[src/rtl/rr_arb_mux_if.sv]
// Handshake bundle between N producers, the round-robin arbiter and one consumer.
// The arbiter sits on the slave modport; the producer/consumer side uses the master modport.
interface rr_arb_mux_if #(
   parameter int DATA_BITS = 8,
   parameter int NUM_CH    = 4,
   parameter int SEL_BITS  = (NUM_CH > 1) ? $clog2(NUM_CH) : 1
);
   logic [NUM_CH-1:0]           in_valid;
   logic [NUM_CH*DATA_BITS-1:0] in_data;
   logic [NUM_CH-1:0]           in_mask;
   logic [NUM_CH-1:0]           in_ready;
   logic                        out_valid;
   logic [DATA_BITS-1:0]        out_data;
   logic [SEL_BITS-1:0]         out_sel;
   logic                        out_ready;

   modport master (
      output in_valid, in_data, in_mask, out_ready,
      input  in_ready, out_valid, out_data, out_sel
   );

   modport slave (
      input  in_valid, in_data, in_mask, out_ready,
      output in_ready, out_valid, out_data, out_sel
   );
endinterface

[src/rtl/rr_arb_mux.sv]
// Registered N:1 mux with round-robin arbitration, per-channel masking and a single
// output pipeline stage that can drain and refill in the same cycle.
module rr_arb_mux #(
   parameter int DATA_BITS = 8,
   parameter int NUM_CH    = 4
) (
   input logic          clk,
   input logic          reset_n,
   rr_arb_mux_if.slave  bus
);
   localparam int SEL_BITS = (NUM_CH > 1) ? $clog2(NUM_CH) : 1;
   localparam int SUM_BITS = SEL_BITS + 1;
   localparam logic [SEL_BITS-1:0] LAST_CH = SEL_BITS'(NUM_CH - 1);

   logic [NUM_CH-1:0]    eligible;
   logic [NUM_CH-1:0]    grant;
   logic [SEL_BITS-1:0]  grant_sel;
   logic                 any_grant;
   logic [SUM_BITS-1:0]  cand;
   logic [DATA_BITS-1:0] sel_data;
   logic                 load;

   logic [SEL_BITS-1:0]  last_grant;
   logic                 valid_q;
   logic [DATA_BITS-1:0] data_q;
   logic [SEL_BITS-1:0]  sel_q;

   assign eligible = bus.in_valid & bus.in_mask;
   assign load     = ~valid_q | bus.out_ready;

   // Scan from last_grant+1 with wrap; sum stays below 2*NUM_CH so one subtract suffices.
   always_comb begin
      grant     = '0;
      grant_sel = '0;
      any_grant = 1'b0;
      cand      = '0;
      for (int k = 0; k < NUM_CH; k++) begin
         cand = {1'b0, last_grant} + SUM_BITS'(k + 1);
         if (cand >= SUM_BITS'(NUM_CH)) begin
            cand = cand - SUM_BITS'(NUM_CH);
         end
         if (!any_grant && eligible[cand[SEL_BITS-1:0]]) begin
            any_grant                  = 1'b1;
            grant_sel                  = cand[SEL_BITS-1:0];
            grant[cand[SEL_BITS-1:0]]  = 1'b1;
         end
      end
   end

   // AND-OR select keeps X on ungranted channels away from the output register.
   always_comb begin
      sel_data = '0;
      for (int i = 0; i < NUM_CH; i++) begin
         if (grant[i]) begin
            sel_data = sel_data | bus.in_data[i*DATA_BITS +: DATA_BITS];
         end
      end
   end

   always_ff @(posedge clk or negedge reset_n) begin
      if (!reset_n) begin
         valid_q    <= 1'b0;
         data_q     <= '0;
         sel_q      <= '0;
         last_grant <= LAST_CH;
      end else if (load) begin
         if (any_grant) begin
            valid_q    <= 1'b1;
            data_q     <= sel_data;
            sel_q      <= grant_sel;
            last_grant <= grant_sel;
         end else begin
            valid_q    <= 1'b0;
         end
      end
   end

   assign bus.in_ready  = reset_n ? (grant & {NUM_CH{load}}) : '0;
   assign bus.out_valid = valid_q;
   assign bus.out_data  = data_q;
   assign bus.out_sel   = sel_q;
endmodule

[src/flat_wrapper.sv]
// flat-port wrapper written by rule: the top's interface ports become plain ports
module rr_arb_mux_flat 
#(
   parameter int DATA_BITS = 8,
   parameter int NUM_CH    = 4
)
  (clk, reset_n, bus_in_valid, bus_in_data, bus_in_mask, bus_out_ready, bus_in_ready, bus_out_valid, bus_out_data, bus_out_sel);
  rr_arb_mux_if #(.DATA_BITS(DATA_BITS), .NUM_CH(NUM_CH)) bus_i ();
  input logic clk;
  input logic reset_n;
  input wire logic [$bits(bus_i.in_valid)-1:0] bus_in_valid;
  input wire logic [$bits(bus_i.in_data)-1:0] bus_in_data;
  input wire logic [$bits(bus_i.in_mask)-1:0] bus_in_mask;
  input wire logic [$bits(bus_i.out_ready)-1:0] bus_out_ready;
  output wire logic [$bits(bus_i.in_ready)-1:0] bus_in_ready;
  output wire logic [$bits(bus_i.out_valid)-1:0] bus_out_valid;
  output wire logic [$bits(bus_i.out_data)-1:0] bus_out_data;
  output wire logic [$bits(bus_i.out_sel)-1:0] bus_out_sel;
  assign bus_i.in_valid = bus_in_valid;
  assign bus_i.in_data = bus_in_data;
  assign bus_i.in_mask = bus_in_mask;
  assign bus_i.out_ready = bus_out_ready;
  assign bus_in_ready = bus_i.in_ready;
  assign bus_out_valid = bus_i.out_valid;
  assign bus_out_data = bus_i.out_data;
  assign bus_out_sel = bus_i.out_sel;
  rr_arb_mux #(.DATA_BITS(DATA_BITS), .NUM_CH(NUM_CH)) u_core (.clk(clk), .reset_n(reset_n), .bus(bus_i));
endmodule
[config.mk]
export PLATFORM = sky130hd
export DESIGN_NAME = rr_arb_mux_flat
export DESIGN_NICKNAME = d
export VERILOG_FILES = /design/src/rtl/rr_arb_mux_if.sv /design/src/rtl/rr_arb_mux.sv /design/src/flat_wrapper.sv
export SDC_FILE = /design/constraint.sdc
export NUM_CORES = 1
export LEC_CHECK = 0
export CORE_ASPECT_RATIO = 0.5
export CORE_MARGIN = 2
export CORE_UTILIZATION = 45
export DETAILED_ROUTE_END_ITERATION = 16
export PLACE_DENSITY = 0.81
export RECOVER_POWER = 50
export SYNTH_ARGS = -nofsm -noshare
export SYNTH_HDL_FRONTEND = slang
export SYNTH_SLANG_ARGS = --single-unit
[constraint.sdc]
create_clock -name clk -period 4.2 [get_ports clk]
set_input_delay 0.84 -clock clk [delete_from_list [all_inputs] [get_ports clk]]
set_output_delay 0.84 -clock clk [all_outputs]
set_load 0.02 [all_outputs]
==> run metrics <==
CP Launch Type input pin; switching share of power between 50 and 60%; synth unique cells 41; initial antenna violation count 0; DP Worst Slack between 100 and 150 ps; RR Startpoint u_core.last_grant[0]; HPWL Detailed roughly 4 mm; # DRC 0; Int Pwr 0.728 mW; PD cells between 600 and 700 nW/um^2; nets 298; HP Start u_core.bus.out_sel[1]; Port-buffer cells 57; critical path's slowest cell mux4_2; ant diodes 0; Post-Syn Instances roughly 190; synth warn 0; Layout Skew 6.24 ps; critical path class in2out; CP required 3360 ps; area share of and/or/nand/nor cells after synthesis a little over a fifth; DP Area 2250 um^2; Tcrit/Tclk final 96.8%; largest net degree at the start of global routing 16; Tot GR Track Use between 20% and 30%; die area 4080 um^2; clk sinks 13; WL/cell around 19 um; status finished clean; Max Clock Freq 246 MHz; Die X-Extent ~88 um; top post-synthesis cells by area dfrtp_1 17%, a22oi_1 8.0%, a32oi_1 7.1%; critical path arrival 3230 ps; I/O pin cnt 58; final RePlAce weighted congestion around 0.87; worst-margin pin slew ~800 ps; register area roughly 330 um^2; Setup WS post-layout 133 ps; DR pass1 iterations 6; Top FF cell, synth dfrtp_1; Worst-path clk slew roughly 60 ps; Net Count, Synth 239; Max Slew Vio Count 0; multiplexer share of the synthesized area under 10%; clock root cell clkbuf_8; CTS Buf Count 3; RSZ-0062 raised after global routing false; Tmin final between 4000 and 5000 ps; cell count after placement roughly 300; Hold Path Class reg2reg; CTS tree yes; Core ar. approximately 3400 um^2; xor/xnor cell area share of the yosys netlist less than 1%; non-filler instance count after layout approximately 300; part of the power in combinational logic 75.1%; Async SR Flop Fraction 100%; GR Overflow Total 0; Crit. End Element output pin; worst path cell trace clkdlybuf4s50_1, nand2_1, mux4_2, o311ai_4, a32oi_1, nor2_1, clkdlybuf4s50_1; clock tree buffer depth 2; DR vias approximately 1.9k; clk_lat worst skew between 200 and 300 ps; critical-path maximum fanout 5; share of post-route cells with drive strength above 1 12.2%; Post-synth EDFFs 0; Synth Register Bits 13; Final ANT Viol Nets 0; Cell Rows 15; Initial Util a little under half; area share of fa/ha/maj cells after synthesis approximately 6.3%; worst setup path startpoint bus_in_mask[3]; Fill cells roughly 300; leak pwr a little under 0.9 nW; global-route wire length before repair around 8.5 mm; netlist area before placement 1600 um^2; post-DR vias/cell about 6.5; setup TNS 0 ps; Peak VDD IR ~430 uV; area of the multi-input gates roughly 1200 um^2; hold_ws between 400 and 500 ps; Avg Cell Area, Syn ~8.5 um^2; largest family of logic cells by synthesized area compound AO/OA/AOI/OAI gates; Final Hold Vio Count 0; Max-Cap Viols 0; sequential fraction of the synthesis area between 20 and 25%; Most common cell on crit path clkdlybuf4s50_1; Layout area overhead 43.7%; Final Total Pwr ~1.5 mW; Post-synth top cells 17 x a22oi_1, 16 x nand2_1, 16 x nand3_1, 15 x nor2_1, 13 x a32oi_1; final core utilization 67.4%; clock power share under 10%; Yosys top cell by area dfrtp_1; drt initial violations 199; P_sw between 0.7 and 0.8 mW; Routed WL around 5.5 mm; Post-CTS Hold Fix Bufs 0; Slew HR roughly 46%; Die H roughly 46 um; post-synth top area share between 10% and 20%; Finish-stage setup viols 0; Post-Layout Inst Area around 2300 um^2; H-tree Lvls 1; vias in the first global route between 1.5k and 2k; most frequent cell after synthesis a22oi_1; Crit path largest cell delay roughly 610 ps; sequential share of power between 15 and 20%; Synth Area in Compound Gates between 40% and 50%
[cells by family after synthesis]
group / Yosys count
simple gates: 66
buf+inv: 21
mux: 3
compound gates: 76
flops: 13
fa+ha+maj: 8
xor+xnor: 1
[per-layer routing]
| metal | global-route usage, % | vias to the layer above | wire length (um) |
|---|---|---|---|
| li1 | - | 879 | - |
| met1 | 33.7 | 884 | 2190 |
| met2 | 45.4 | 132 | 2550 |
| met3 | 9.86 | 23 | 657 |
| met4 | 10.0 | 0 | 136 |
| met5 | 0 | - | 0 |
[layout make-up]
| class | count | share of cell area, % |
|---|---|---|
| sequential | 13 | 14.2 |
| inverter | 6 | 0.979 |
| timing repair buffer | 69 | 28.8 |
| clock buffer | 4 | 1.96 |
| tap | 51 | 2.77 |
| multi-input combinational | 154 | 51.3 |
[registers in the layout (all words and copies together) (netlist names)]
register and cells:
u_core.bus.out_data 8, u_core.bus.out_sel 2, u_core.last_grant 2, u_core.bus.out_valid 1
[power by group through the flow]
stage,Clock [mW],Sequential (mW),Combinational (mW)
global route,0.129,0.251,1.17
CTS,0.119,0.244,1.08
global placement,0,0.244,1.06
floorplan,0,0.278,0.673
detailed placement,0,0.246,1.08
finish,0.120,0.243,1.10
[critical path, delay by kind of cell]
family | cells | cell delay [ps]
buffers and inverters | 2 | 1120
muxes | 1 | 610
AOI/OAI and AO/OA | 2 | 390
and+or+nand+nor | 2 | 260
[layout by cell type, fill, tap and decap left out, drive strengths merged, types with 2 or more instances in the layout]
cell type      count
ha                 8
a41oi              8
and4b              2
o21ai              4
a21o               2
a211oi             2
nand4              2
nand2             16
dlygate4sd3        7
nand3             16
a32oi             13
mux4               3
o41ai              4
clkdlybuf4s50     48
dfrtp             11
dlymetal6s2s       2
dfstp              2
clkbuf             5
a21boi             9
inv                5
nor2              15
a22oi             17
and2               5
a31oi              8
o311ai             4
buf               11
nand2b             5
[final timing paths]
check,end,slack [ps],cells after the start
worst max-delay path,bus_in_ready[1],130,7
worst min-delay path,u_core.bus.out_sel[1],490,1
worst max register to register,u_core.bus.out_data[7],1400,7
worst min register to register,u_core.bus.out_sel[1],490,1
max in group asynchronous,u_core.bus.out_data[0],2430,2
min in group asynchronous,u_core.bus.out_data[2],1260,2
[timing repair]
| action | CTS | global route |
|---|---|---|
| resized for setup | 0 | 2 |
| buffers inserted | 0 | 0 |
| endpoints found under the setup margin | 0 | 2 |
Power figures use the tool's default switching activity.
